==> src/rtl/rv32i_instruction_fetch.sv <==
// RV32I instruction fetch: PC, instruction-memory read initiator, decode handshake.
// Optional FETCH_ALIGN_CHECK_EN traps misaligned redirect targets in FAULT.
module rv32i_instruction_fetch #(
  parameter logic [31:0] RESET_PC = 32'h0000_0000
) (
  input  logic        i_clk,
  input  logic        i_rst,
  output logic        o_mem_rd_en,
  output logic [31:0] o_mem_rd_addr,
  input  logic [31:0] i_mem_rd_data,
  input  logic        i_mem_rd_valid,
  output logic [31:0] o_instr,
  output logic [31:0] o_pc,
  output logic        o_instr_valid,
  input  logic        i_instr_ready,
  input  logic        i_redirect,
  input  logic [31:0] i_redirect_pc,
  output logic        o_fetch_fault
);

  typedef enum logic [2:0] {
    S_IDLE,
    S_REQ,
    S_HOLD,
    S_FLUSH,
    S_FAULT
  } state_t;

  state_t      state;
  state_t      state_nxt;
  logic [31:0] pc;
  logic [31:0] pc_nxt;
  logic [31:0] tgt;
  logic        tgt_bad;
  logic        capture;
  logic        rd_en_nxt;
  logic        valid_nxt;
  logic        fault_nxt;

`ifdef FETCH_ALIGN_CHECK_EN
  assign tgt     = i_redirect_pc;
  assign tgt_bad = |i_redirect_pc[1:0];
`else
  assign tgt     = i_redirect_pc & 32'hFFFF_FFFC;
  assign tgt_bad = 1'b0;
`endif

  always_ff @(posedge i_clk) begin
    if (i_rst) begin
      state         <= S_IDLE;
      pc            <= RESET_PC;
      o_mem_rd_en   <= 1'b0;
      o_instr_valid <= 1'b0;
      o_fetch_fault <= 1'b0;
      o_instr       <= 32'h0;
      o_pc          <= RESET_PC;
    end else begin
      state         <= state_nxt;
      pc            <= pc_nxt;
      o_mem_rd_en   <= rd_en_nxt;
      o_instr_valid <= valid_nxt;
      o_fetch_fault <= fault_nxt;
      if (capture) begin
        o_instr <= i_mem_rd_data;
        o_pc    <= pc;
      end
    end
  end

  // Redirect outranks every response and handshake outside IDLE
  always_comb begin
    state_nxt = state;
    unique case (state)
      S_IDLE: state_nxt = S_REQ;
      S_REQ: begin
        if (i_redirect)
          state_nxt = tgt_bad ? S_FAULT : S_FLUSH;
        else if (i_mem_rd_valid)
          state_nxt = S_HOLD;
      end
      S_HOLD: begin
        if (i_redirect)
          state_nxt = tgt_bad ? S_FAULT : S_REQ;
        else if (i_instr_ready)
          state_nxt = S_REQ;
      end
      S_FLUSH: begin
        if (i_redirect && tgt_bad)
          state_nxt = S_FAULT;
        else
          state_nxt = S_REQ;
      end
      S_FAULT: begin
        if (i_redirect && !tgt_bad)
          state_nxt = S_REQ;
      end
      default: state_nxt = S_IDLE;
    endcase
  end

  always_comb begin
    pc_nxt    = pc;
    capture   = 1'b0;
    rd_en_nxt = (state_nxt == S_REQ);
    valid_nxt = (state_nxt == S_HOLD);
    fault_nxt = (state_nxt == S_FAULT);
    if (state != S_IDLE && i_redirect)
      pc_nxt = tgt;
    else if (state == S_HOLD && i_instr_ready)
      pc_nxt = pc + 32'd4;
    if (state == S_REQ && i_mem_rd_valid && !i_redirect)
      capture = 1'b1;
  end

  assign o_mem_rd_addr = pc;

endmodule

==> config.mk <==
export PLATFORM = sky130hd
export DESIGN_NAME = rv32i_instruction_fetch
export DESIGN_NICKNAME = d
export VERILOG_FILES = /design/src/rtl/rv32i_instruction_fetch.sv
export SDC_FILE = /design/constraint.sdc
export NUM_CORES = 1
export LEC_CHECK = 0
export CAP_MARGIN = 20
export CORE_AREA = 8 8 98 122
export DETAILED_ROUTE_END_ITERATION = 16
export DIE_AREA = 0 0 106 130
export PLACE_DENSITY = 0.76
export SYNTH_ARGS = -nofsm -noshare
export SYNTH_HDL_FRONTEND = slang
export SYNTH_SLANG_ARGS = --single-unit
export TNS_END_PERCENT = 30
==> constraint.sdc <==
create_clock -name i_clk -period 1.99 [get_ports i_clk]
set_input_delay 0.398 -clock i_clk [delete_from_list [all_inputs] [get_ports i_clk]]
set_output_delay 0.398 -clock i_clk [all_outputs]
set_load 0.05 [all_outputs]
## Word level (Yosys, flattened, before mapping)

Cells that the tools add are included.
W data, S select, Z words.

| word-level totals | value |
|---|---|
| flip-flop bits (word level) | 102 |
| input bits | 69 |
| output and inout port bits | 99 |
| word-level logic and storage cells | 35 |

| cells by class | value |
|---|---|
| $add $sub $neg | 1 |
| eq/ne operators | 7 |
| multiplexer cells | 9 |
| reductions and logical operators | 10 |

Operators with widths:

| operator | number |
|---|---|
| $mux W32 | 2 |
| $add A32 B3 Y32 const B | 1 |
| $mux W3 | 5 |
| $pmux W3 S4 | 1 |
| $eq A3 B2 Y1 const B | 3 |
| $eq A3 B1 Y1 const B | 2 |
| $eq A3 B3 Y1 const B | 2 |
| $logic_and A1 B1 Y1 | 4 |
| $reduce_or A2 Y1 | 2 |
| $logic_not A3 Y1 | 1 |
| $reduce_bool A3 Y1 | 1 |
| $reduce_bool A2 Y1 | 1 |
| $logic_not A1 Y1 | 1 |
| $mux W1 | 1 |

## Logic depth before layout (Yosys ltp)

Gate-level depths: netlist (run 1).

| depth | value |
|---|---|
| depth after elaboration | 4 |
| depth in mapped cells | 7 |
| mapped depth without buffers | 5 |

## Least setup slack after synthesis (run 1)

OpenSTA, ideal clock, no wires.

| timing | value |
|---|---|
| path kind | reg2reg |
| start | register pc[12], in the netlist o_mem_rd_addr[12] |
| end | register pc[28], in the netlist o_mem_rd_addr[28] |
| library setup time | 74 ps |
| data arrival time | 2186 ps |
| data required time | 1916 ps |
| path slack | -270 ps |
| cell stages (with the launch flop) | 6 |
| path through | dfxtp_1 -> buf_4 -> nand4_2 -> or4_4 -> or4_1 -> a31oi_1 |

| on the way | value |
|---|---|
| longest elaborated chain between the ends | 3 |

RTL lines:

| what | line | source |
|---|---|---|
| start: declaration | 31 | `logic [31:0] pc;` |
| start signal: assignment | 59 | `pc <= pc_nxt;` |
| $add A32 B3 Y32 | 110 | `pc_nxt = pc + 32'd4;` |
| $mux W32 | 109 | `else if (state == S_HOLD && i_instr_ready)` |
| $mux W32 | 107 | `if (state != S_IDLE && i_redirect)` |

No other way between the ends. The select of a mux whose other input is x is not followed.
A chain may end at the register's enable or synchronous reset.

## Worst setup path in the final report (run 1)

| timing | value |
|---|---|
| start | register pc[13], in the netlist o_mem_rd_addr[13] |
| end | output o_mem_rd_addr[13] |

RTL lines:

| what | line | source |
|---|---|---|
| end: declaration | 9 | `output logic [31:0] o_mem_rd_addr,` |

No word-level cell between the ends.

==> results.yml, run 1 <==
status:
  status: "complete, no violations"
critical_path:
  cp-startpoint: "o_mem_rd_addr[13]$_SDFFE_PP0P_"
  end_kind: "output port"
  crit_end: "o_mem_rd_addr[13]"
  required_ns: 1.59
  reg2reg_to: "o_mem_rd_addr[28]$_SDFFE_PP0P_"
  rr_startpoint: "o_mem_rd_addr[22]$_SDFFE_PP0P_"
  r2r_setup_slack_ns: 0.11
  startpoint_type: "flop"
  crit_path_cell_trace: "clkdlybuf4s50_1"
  cp_max_fo: 7
  crit_buf_inv: 1
  crit_arrival_ns: 1.55
  critPathMaxStageDelay_ns: 0.82
  path_depth: 1
  cp_top_family: "buffers and inverters"
  cp_slowest_cell: "clkdlybuf4s50_1"
  r2r_cells: 4
  path_class: "flop to output port"
pwr:
  powerDensity_mw_per_mm2: 738
  ir_worst_vdd_mv: 0.417
  leakage_nw: 2.45
drt:
  wirelength_um: 14100
  vias: 4568
  vias_per_cell: 5.34
  first_pass_iters: 4
  wl_per_cell_um: 16.5
  first_iter_violations: 209
  drcViolationCount: 0
  detail-route-antenna-nets: 0
place:
  hpwlAfterDp_um: 10700
  place_inst: 839
  io_buffers: 161
  gp_congestion: 0.834
  dp_worst_setup_slack_ns: -0.404
clocking:
  cts_tree: "done"
  path_clk_slew_ns: 0.07
  clock-sinks: 98
  ctsRootBufferMaster: "clkbuf_16"
  hold_buffers: 0
  cts_max_level: 3
  numCtsBuffers: 9
  ctsLongestPathBuffers: 2
  clkLatencyLatePin_ns: 0.34
layout:
  instances_no_fill: 855
  drive_gt1_share_pct: 15.7
  diodes: 0
  fillers: 877
  post-route-util_pct: 65.9
  syn2layout_area_growth_pct: 54.4
  nets: 791
yosys:
  synth_simple_gate_area_share_pct: 27.9
  synthXorXnorAreaFrac_pct: 2.05
  synth_flop_cell: "dfxtp_1"
  yosys.area.top_type: "dfxtp_1"
  synth_fa_ha_area_share_pct: 0.293
  synth_area_per_cell_um2: 7.87
  yosysMostFrequentCell: "nand2_1"
  synth_edf_count: 0
  synth-warning-count: 0
  synth_cells: 543
  synth_common_cells: "135 x nand2_1, 98 x dfxtp_1, 69 x a21oi_1, 34 x clkbuf_1"
  async_flop_share_pct: 0
  synth_compound_area_share_pct: 18.3
  netlist_area_mm2: 0.00427
  netlist-cell-type-count: 47
  ys_seq_elements: 98
  synth_top_family_by_area: "simple AND/OR/NAND/NOR gates"
  yosysSeqAreaShare_pct: 45.9
  synthMuxAreaShare_pct: 0.234
  synth_top_area_share_pct: 45.9
  netlist_top_cells_area: "dfxtp_1 46%, nand2_1 12%, a21oi_1 8.1%, clkbuf_1 3.0%, nand3_1 2.5%"
global_routing:
  overflow: 0
  antenna_found_initial: 0
  grt_usage_pct: 19.7
  grt_pass1_wl_um: 22300
  first_global_vias: 4446
  grt_max_degree: 49
timing:
  rsz0062_at_grt: "false"
  finalSetupViolCount: 0
  maxSlewHeadroom_pct: 61.1
  skew_ns: 0.00674
  fin_ws_ns: 0.0382
  tns_ns: 0
  hold_viol_final: 0
  drv_slew: 0
  tightest_slew_ns: 0.584
  clock.fmax_mhz: 512
  finalCritPeriodShare_pct: 98.1
  fin_crit_ns: 1.95
die:
  die_h_um: 130
  coreArea_mm2: 0.0100
  ios: 168
  dieArea_mm2: 0.0138
  rows: 41
  initial_core_util_pct: 42.7
  die_x_um: 106
hold_path:
  min_from: "o_instr[7]$_SDFFE_PP0P_"
  hold_depth: 2
  hold_path_class: "flop to flop"
flow_run:
  cap_violations: 0
==> per-layer routing <==
metal | up-vias | GRT usage, % | share of wire [%]
met5 | - | 0 | 0
met4 | 0 | 5.31 | 0.99
met3 | 11 | 5.03 | 7.2
met2 | 175 | 33.8 | 50
met1 | 2104 | 23.8 | 42
li1 | 2278 | - | -
==> how the worst min path moves through the flow <==
| stage | end | slack, ns |
|---|---|---|
| after global placement | o_pc[29]$_SDFFE_PP0P_ | 0.44 |
| after floorplan | o_mem_rd_addr[16]$_SDFFE_PP0P_ | 0.53 |
| final | o_instr[7]$_SDFFE_PP0P_ | 0.45 |
| after detailed placement | o_instr[7]$_SDFFE_PP0P_ | 0.45 |
| after global routing | o_instr[22]$_SDFFE_PP0P_ | 0.47 |
| after CTS | o_instr[7]$_SDFFE_PP0P_ | 0.45 |
==> placed cells by master (no fill, tap or decap), types with 2 or more instances in the layout <==
master / Yosys / final
and3_1: 9 / 9
clkdlybuf4s50_1: 0 / 132
nand3_1: 21 / 20
a211oi_1: 8 / 8
buf_12: 0 / 4
conb_1: 1 / 4
and4_1: 8 / 8
buf_4: 5 / 71
nor4_1: 4 / 4
clkbuf_8: 0 / 2
o2111ai_1: 4 / 4
dlygate4sd2_1: 0 / 2
or4_1: 4 / 4
nor2_1: 14 / 14
xnor2_1: 3 / 3
clkbuf_16: 0 / 9
nand4_1: 15 / 15
nand2b_1: 4 / 4
dlymetal6s2s_1: 0 / 4
o211ai_1: 2 / 2
xor2_1: 7 / 7
o31ai_1: 4 / 4
clkinvlp_4: 0 / 2
or3_1: 9 / 8
nor3_1: 14 / 13
nand2_1: 135 / 135
dfxtp_1: 98 / 82
a31oi_1: 10 / 10
a311oi_1: 4 / 4
and2_1: 6 / 6
a21oi_1: 69 / 69
dfxtp_2: 0 / 15
o21ai_0: 21 / 21
==> final cells by class <==
class | count | area [um2] | share of cell area [%]
clock buffers | 12 | 256 | 3.89
repair buffers | 214 | 2010 | 30.4
inverters | 1 | 3.75 | 0.0569
multi-input cells | 397 | 2130 | 32.3
flip-flops and latches | 98 | 1980 | 30.1
clock inverters | 4 | 50.0 | 0.759
well taps | 129 | 161 | 2.45
==> cell families (layout without fill, tap and decap cells) <==
family                     count (synthesis)  in the layout
DFF                                       98             98
buffers and inverters                     51            231
adders and majority gates                  1              1
xor gates and xnor gates                  10             10
AOI/OAI and AO/OA                        132            132
muxes                                      1              1
other                                      1              4
and+or+nand+nor                          249            249
==> power breakdown <==
group          internal, mW  switching (mW)  leakage (nW)
Clock                  1.04           0.738         0.145
Combinational         0.391           0.580          1.50
Sequential             2.05          0.0690         0.804
Total                  3.48            1.39          2.45
==> what timing repair did <==
item                       CTS  global route
gates resized for setup      4             4
setup buffers                0             0
pin swaps                    0             3
setup endpoints to repair    5            15
cloned                       0             0
==> metrics by stage <==
step / total power [mW] / cell area, um2 / hold WS, ns
global route: 5.06 / 6600 / 0.470
global placement: 3.11 / 6270 / 0.442
floorplan: 2.69 / 4310 / 0.531
CTS: 4.90 / 6590 / 0.455
detailed placement: 3.13 / 6270 / 0.446
finish: 4.87 / 6600 / 0.453
==> registers in the layout, summed over array words and instances (netlist names) <==
signal / flops
o_mem_rd_en: 1
o_pc: 30
o_fetch_fault: 1
o_mem_rd_addr: 30
state: 3
o_instr: 32
o_instr_valid: 1
Note: power is estimated with default switching activity, not from simulation.
==> run 2, diff against run 1 <==
--- a/config.mk
+++ b/config.mk
@@ -10,6 +10,7 @@
 export DETAILED_ROUTE_END_ITERATION = 16
 export DIE_AREA = 0 0 106 130
 export PLACE_DENSITY = 0.76
+export SETUP_SLACK_MARGIN = 0.05
 export SYNTH_ARGS = -nofsm -noshare
 export SYNTH_HDL_FRONTEND = slang
 export SYNTH_SLANG_ARGS = --single-unit
==> run 2 against run 1 <==
  * Clock power decreased by 6%
  * Sequential power about the same
  * Sequential cell count unchanged
  * First-iteration DRC count increased by 0.96%
  * Critical endpoint is now o_instr[22]
  * Critical path depth unchanged
  * Total power decreased by 2.5%
  * Clock skew decreased by 0.0010 ns
  * Worst setup slack improved by 0.053 ns
  * Design area increased by 0.13%
==> results.yml, run 2 (synthesis gave the netlist of run 1 again) <==
pwr:
  leakage_nw: 2.65
  powerDensity_mw_per_mm2: 718
  ir_worst_vdd_mv: 0.381
flow_run:
  cap_violations: 0
global_routing:
  grt_pass1_wl_um: 22500
  gr-usage-met3_pct: 5.38
  first_global_vias: 4417
  grt.met2_usage_pct: 35.1
  overflow: 0
  grt_max_degree: 75
  antenna_found_initial: 0
  grt-busiest-layer: "met2"
  grt_usage_pct: 20.0
  grt_use_met1_pct: 22.8
critical_path:
  crit_buf_inv: 1
  required_ns: 1.59
  r2r_cells: 4
  critPathMaxStageDelay_ns: 0.81
  startpoint_type: "flop"
  rr_startpoint: "o_mem_rd_addr[13]$_SDFFE_PP0P_"
  crit_path_cell_trace: "clkdlybuf4s50_1"
  cp_top_family: "buffers and inverters"
  reg2reg_to: "o_mem_rd_addr[28]$_SDFFE_PP0P_"
  cp_max_fo: 2
  cp_slowest_cell: "clkdlybuf4s50_1"
  r2r_setup_slack_ns: 0.14
  path_class: "flop to output port"
  crit_arrival_ns: 1.50
  end_kind: "output port"
die:
  die_h_um: 130
  initial_core_util_pct: 42.7
  ios: 168
  dieArea_mm2: 0.0138
  rows: 41
  die_x_um: 106
  coreArea_mm2: 0.0100
timing:
  hold_viol_final: 0
  maxSlewHeadroom_pct: 64.7
  skew_ns: 0.00571
  fin_crit_ns: 1.90
  tightest_slew_ns: 0.528
  finalSetupViolCount: 0
  drv_slew: 0
  fin_ws_ns: 0.0914
  clock.fmax_mhz: 527
  finalCritPeriodShare_pct: 95.4
  rsz0062_at_grt: "false"
clocking:
  ctsRootBufferMaster: "clkbuf_16"
  cts_max_level: 3
  cts_tree: "done"
  numCtsBuffers: 9
  path_clk_slew_ns: 0.07
  clock-sinks: 98
  clkLatencyLatePin_ns: 0.34
  hold_buffers: 0
  ctsLongestPathBuffers: 2
hold_path:
  hold_depth: 2
  min_from: "i_rst"
  hold_path_class: "input pin to flop"
  worst_hold_path.endpoint: "o_pc[20]$_SDFFE_PP0P_"
drt:
  first_iter_violations: 211
  drcViolationCount: 0
  vias_per_cell: 5.34
  first_pass_iters: 4
  wirelength_um: 14100
  vias: 4526
  wl_per_cell_um: 16.6
  detail-route-antenna-nets: 0
layout:
  largest-register: "o_instr"
  nets: 783
  drive_gt1_share_pct: 15.3
  post-route-util_pct: 66.0
  mostFrequentLayoutCells: "135 x nand2_1, 120 x clkdlybuf4s50_1, 77 x dfxtp_1"
  fillers: 857
  final_common_cell: "nand2_1"
  diodes: 0
  instances_no_fill: 847
  largest_register_ffs: 32
  syn2layout_area_growth_pct: 54.6
place:
  place_inst: 830
  dp_worst_setup_slack_ns: -0.331
  io_buffers: 161
  hpwlAfterDp_um: 10600
  gp_congestion: 0.860
status:
  status: "complete, no violations"
[run 2: cell count changes in the layout (fill, tap and decap cells not counted), moves of 2 or more]
cell             delta
dfxtp_1             -5
nor4_1              -2
dlymetal6s2s_1     +14
buf_4              -12
dfxtp_4             +4
clkdlybuf4s50_1    -12
nor4_2              +2
[run 2: final cells by class]
| class | instances | area [um2] | share of cell area [%] |
|---|---|---|---|
| Inverter | 1 | 3.75 | 0.0568 |
| Clock buffer | 13 | 270 | 4.09 |
| Sequential cell | 98 | 2000 | 30.3 |
| Clock inverter | 3 | 22.5 | 0.341 |
| Multi-Input combinational cell | 397 | 2150 | 32.5 |
| Timing Repair Buffer | 206 | 2000 | 30.3 |
| Tap cell | 129 | 161 | 2.44 |
[run 2: report_power, final]
group | switching, mW | internal (mW) | leakage [nW] | total (mW)
registers | 0.0844 | 2.05 | 0.807 | 2.13
logic | 0.557 | 0.376 | 1.71 | 0.933
clock network | 0.730 | 0.951 | 0.134 | 1.68
[run 2: worst max-delay path by stage]
stage                              startpoint                             end  cells past startpoint
6_report             o_instr[22]$_SDFFE_PP0P_                     o_instr[22]                      1
5_1_grt                 o_pc[23]$_SDFFE_PP0P_                        o_pc[23]                      1
4_1_cts         o_mem_rd_addr[5]$_SDFFE_PP0P_                o_mem_rd_addr[5]                      1
3_5_place_dp                    i_instr_ready  o_mem_rd_addr[24]$_SDFFE_PP0P_                      6
3_3_place_gp                    i_instr_ready  o_mem_rd_addr[22]$_SDFFE_PP0P_                      6
2_1_floorplan  o_mem_rd_addr[12]$_SDFFE_PP0P_  o_mem_rd_addr[28]$_SDFFE_PP0P_                      5
[run 2: timing repair]
item                                    CTS  global route
setup buffers                             0             1
gates resized for setup                   4            23
endpoints found under the setup margin   16            35
pin swaps                                 0             1
[run 2: per-stage QoR]
stage / area, um2 / TNS, ns / power, mW / hold WS (ns)
2_1_floorplan: 4320 / 0 / 2.70 / 0.531
3_3_place_gp: 6230 / -4.52 / 3.10 / 0.441
3_5_place_dp: 6230 / -5.59 / 3.11 / 0.447
4_1_cts: 6530 / 0 / 4.79 / 0.399
5_1_grt: 6610 / 0 / 4.95 / 0.394
6_report: 6610 / 0 / 4.75 / 0.409
[run 2: routing by layer]
metal / routed length [um] / vias up / share of wire, %
met3: 861 / 17 / 6.1
met2: 7170 / 141 / 51
li1: - / 2251 / -
met1: 5820 / 2117 / 41
met5: 0 / - / 0
met4: 236 / 0 / 1.7
==> RTL change 1, RTL diff (settings of run 2) <==
Add a define of `FETCH_ALIGN_CHECK_EN`.
--- a/src/rtl/rv32i_instruction_fetch.sv
+++ b/src/rtl/rv32i_instruction_fetch.sv
@@ -1,5 +1,7 @@
 // RV32I instruction fetch: PC, instruction-memory read initiator, decode handshake.
 // Optional FETCH_ALIGN_CHECK_EN traps misaligned redirect targets in FAULT.
+`define FETCH_ALIGN_CHECK_EN
+
 module rv32i_instruction_fetch #(
   parameter logic [31:0] RESET_PC = 32'h0000_0000
 ) (
Check against the original RTL: not equivalent (a bounded check fails within 4 cycles, from zero or initial values and one cycle with i_rst high).
==> RTL change 1 against run 2 <==
Critical path depth unchanged; core utilization up 1.5 points; global-route usage up 0.28 points; wire length up 1.9%; power up 6.2%; synthesized area up 3.1%; sequential cell count up 4; design area up 2.3%; synthesized cell count up 2.4%; worst setup slack worse by 0.059 ns.
==> RTL change 1: results (changes against run 2) <==
- PortBufs: 167 (+3.7%)
- DR vias/cell: 5.29 (-0.94%)
- Leakage power: 2.47 nW (-6.8%)
- Global placer's final weighted congestion: 0.878 (+2.2%)
- Clock power share: 0.305 (-0.049)
- Final HPWL DP: 10900 µm (+2.5%)
- Share of cells above drive strength 1: 0.168 (+0.0152)
- Crit path arrival time: 1.56 ns (+0.06 ns)
- Global Route Usage Sum: 0.203 (+0.00284)
- Main area contributors after synthesis: dfxtp_1 (46%), nand2_1 (14%), a21oi_1 (8.9%), clkbuf_1 (2.8%), nor2_1 (2.6%)
- Worst vdd ir: 0.399 mV (+4.7%)
- Status: finished, final reports clean
- Largest net degree at the start of global routing: 40 (-47%)
- Worst-path fanout max: 8 (+6)
- Placed Cells incl. Taps: 865 (+4.2%)
- Synth cell count leaders: nand2_1 (166), dfxtp_1 (102), a21oi_1 (78), clkbuf_1 (33), nor2_1 (30)
- Global-route wire length before repair: 22900 µm (+2.2%)
- Slowest stage delay, CP: 0.83 ns (+0.02 ns)
- Clk_skew: 0.00669 ns (+0.000982 ns)
- Area after DPL: 6450 µm² (+3.5%)
- Final WS setup: 0.0325 ns (-0.0588 ns)
- Post-Syn Instances: 556 (+2.4%)
- Switching part of the total power: 0.311 (+0.0217)
- Pre-CTS setup slack: -0.269 ns (+0.0619 ns)
- Overall routed net length: 14400 µm (+1.9%)
==> RTL change 1: metrics by stage <==
stage	util	total power (W)
global placement	0.645	0.00351
detailed placement	0.645	0.00353
global route	0.675	0.00525
floorplan	-	0.00301
CTS	0.669	0.00507
finish	0.675	0.00504
==> RTL change 1: final timing paths <==
kind                       endpoint              start  cells past startpoint
setup / recovery  o_mem_rd_addr[14]  o_mem_rd_addr[14]                      1
hold / removal             o_pc[24]              i_rst                      2
setup reg to reg  o_mem_rd_addr[25]   o_mem_rd_addr[8]                      5
hold reg to reg         o_instr[15]        o_instr[15]                      2
==> RTL change 1: area by class of cell <==
cell class / instances / area [µm²] / share of cell area
clock buffers: 11 / 233 / 0.0345
clock inverters: 2 / 12.5 / 0.00185
inverters: 4 / 15.0 / 0.00222
multi-input cells: 409 / 2180 / 0.322
flip-flops and latches: 102 / 2060 / 0.305
well taps: 129 / 161 / 0.0239
repair buffers: 226 / 2090 / 0.310
==> RTL change 1: per-layer routing <==
layer / wire [µm] / global-route usage / vias to the layer above
li1: - / - / 2329
met1: 5620 / 0.228 / 2178
met2: 7510 / 0.358 / 144
met3: 897 / 0.0503 / 23
met4: 327 / 0.0846 / 0
met5: 0 / 0 / -
==> RTL change 1: kinds of logic (layout without fill, tap and decap cells) <==
| family | count (synthesis) | after routing | synth area share |
|---|---|---|---|
| AO/OA/AOI/OAI | 133 | 133 | 0.180 |
| XOR/XNOR | 5 | 5 | 0.00994 |
| adder cells (fa/ha/maj) | 1 | 1 | 0.00284 |
| buffers and inverters | 45 | 243 | 0.0517 |
| flip-flops | 102 | 102 | 0.464 |
| multiplexers | 5 | 5 | 0.0116 |
| AND/OR/NAND/NOR | 265 | 265 | 0.281 |
==> RTL change 2, RTL diff (flow settings as in run 2) <==
Without the edit above. Encoding of `state_t`: now one-hot (5 bits for 5 states).
--- a/src/rtl/rv32i_instruction_fetch.sv
+++ b/src/rtl/rv32i_instruction_fetch.sv
@@ -18,12 +18,12 @@
   output logic        o_fetch_fault
 );
 
-  typedef enum logic [2:0] {
-    S_IDLE,
-    S_REQ,
-    S_HOLD,
-    S_FLUSH,
-    S_FAULT
+  typedef enum logic [4:0] {
+    S_IDLE  = 5'b00001,
+    S_REQ   = 5'b00010,
+    S_HOLD  = 5'b00100,
+    S_FLUSH = 5'b01000,
+    S_FAULT = 5'b10000
   } state_t;
 
   state_t      state;
Behaviour: same outputs for any inputs over 10 cycles, from zero or initial values and one cycle with i_rst high; not proved beyond that.
==> RTL change 2 against run 2 <==
The flow now finishes with violations (negative setup slack); via count shrank 3.7%; worst setup slack lost 0.15 ns; maximum frequency shrank 7.4%; synthesized area shrank 3.6%; sequential cell count grew 2; design area grew 6.4%; wire length grew 4.1%; critical path type is now flop to flop; largest cell class unchanged; highest routed layer unchanged.
Power is not compared: it rests on default switching activity, and its combinational part moved more than twofold at a synthesized area within 25%.
==> RTL change 2: results (changes against run 2) <==
- HP Start: o_pc[3]
- Clk_skew: 0.00683 ns (+0.00112 ns)
- Largest net degree at the start of global routing: 61 (-19%)
- Reg2Reg Launch Point: state[3]
- Synth Area in XOR/XNOR: 0.0553 (+0.0348)
- DR vias/cell: 5.23 (-2.0%)
- Final HPWL DP: 9380 µm (-11%)
- CP endpoint: o_mem_rd_addr[26]
- Unique cell type count in the Yosys netlist: 34 (-28%)
- Global-route wire length before repair: 20400 µm (-9.1%)
- Met2 WL: 7660 µm (+6.8%)
- Setup Buffers After CTS: 2 (+2)
- Synth cell count leaders: nand2_1 (138), dfxtp_1 (100), a21oi_1 (66), nor2_1 (36), a211oi_1 (25)
- Worst hold endpoint: o_pc[3]
- Register area share after synthesis: 0.486 (+0.0267)
- Area after DPL: 6020 µm² (-3.4%)
- Slowest cell on crit path: or4_4
- Vias in the first global route: 4084 (-7.5%)
- Final setup fails: 10 (+10)
- Post-synthesis mux area share: 0.00243 (+0.0000868)
- Filler Cell Count: 783 (-8.6%)
- CP delay by family, top: simple AND/OR/NAND/NOR gates
- R2R depth: 6 (+2)
- Failing checks: negative setup slack
- Overall routed net length: 14700 µm (+4.1%)
- Placed Cells incl. Taps: 798 (-3.9%)
- Synth Area in Adders: 0.00304 (+0.000109)
- Final setup TNS: -0.173 ns (-0.173 ns)
- Global Route Usage Sum: 0.182 (-0.0183)
- Worst Hold Class: flop to flop
- Non-Filler Instances: 833 (-1.7%)
- GR Util met1: 0.204 (-0.0235)
- Final WS setup: -0.0594 ns (-0.151 ns)
- Share of cells above drive strength 1: 0.275 (+0.121)
- Status: finished, violations left
- Nets: 768 (-1.9%)
- Final hold slack: 0.452 ns (+0.0432 ns)
- Global placer's final weighted congestion: 0.815 (-5.2%)
- Design area: 7030 µm² (+6.4%)
- Crit path arrival time: 2.30 ns (+0.80 ns)
## RTL change 2: cell count changes in the layout (fill, tap and decap cells not counted), moves of 10 or more
| cell | change |
|---|---|
| xor2_1 | +10 |
| o21ai_0 | -14 |
| nand2_2 | +11 |
| dlymetal6s2s_1 | -11 |
| nand2_1 | -23 |
| nand3_1 | -13 |
| a21oi_2 | +30 |
| nor2_1 | +22 |
| nand2_4 | +14 |
| a31oi_1 | -10 |
| a211oi_1 | +12 |
| a21oi_1 | -33 |
| nor3_1 | -10 |
## RTL change 2: area by class of cell
cell class	count	area share
Sequential cell	100	0.289
Timing Repair Buffer	212	0.306
Inverter	4	0.00214
Tap cell	129	0.0230
Clock inverter	6	0.00979
Clock buffer	10	0.0356
Antenna cell	1	0.000356
Multi-Input combinational cell	371	0.334
## RTL change 2: worst reg2reg max path, stage by stage (launching register included)
cell and delay (ns):
dfxtp_2 0.33, or4_4 0.56, nor4_4 0.16, buf_6 0.17, nand3_2 0.08, or3_4 0.35, a311oi_2 0.31
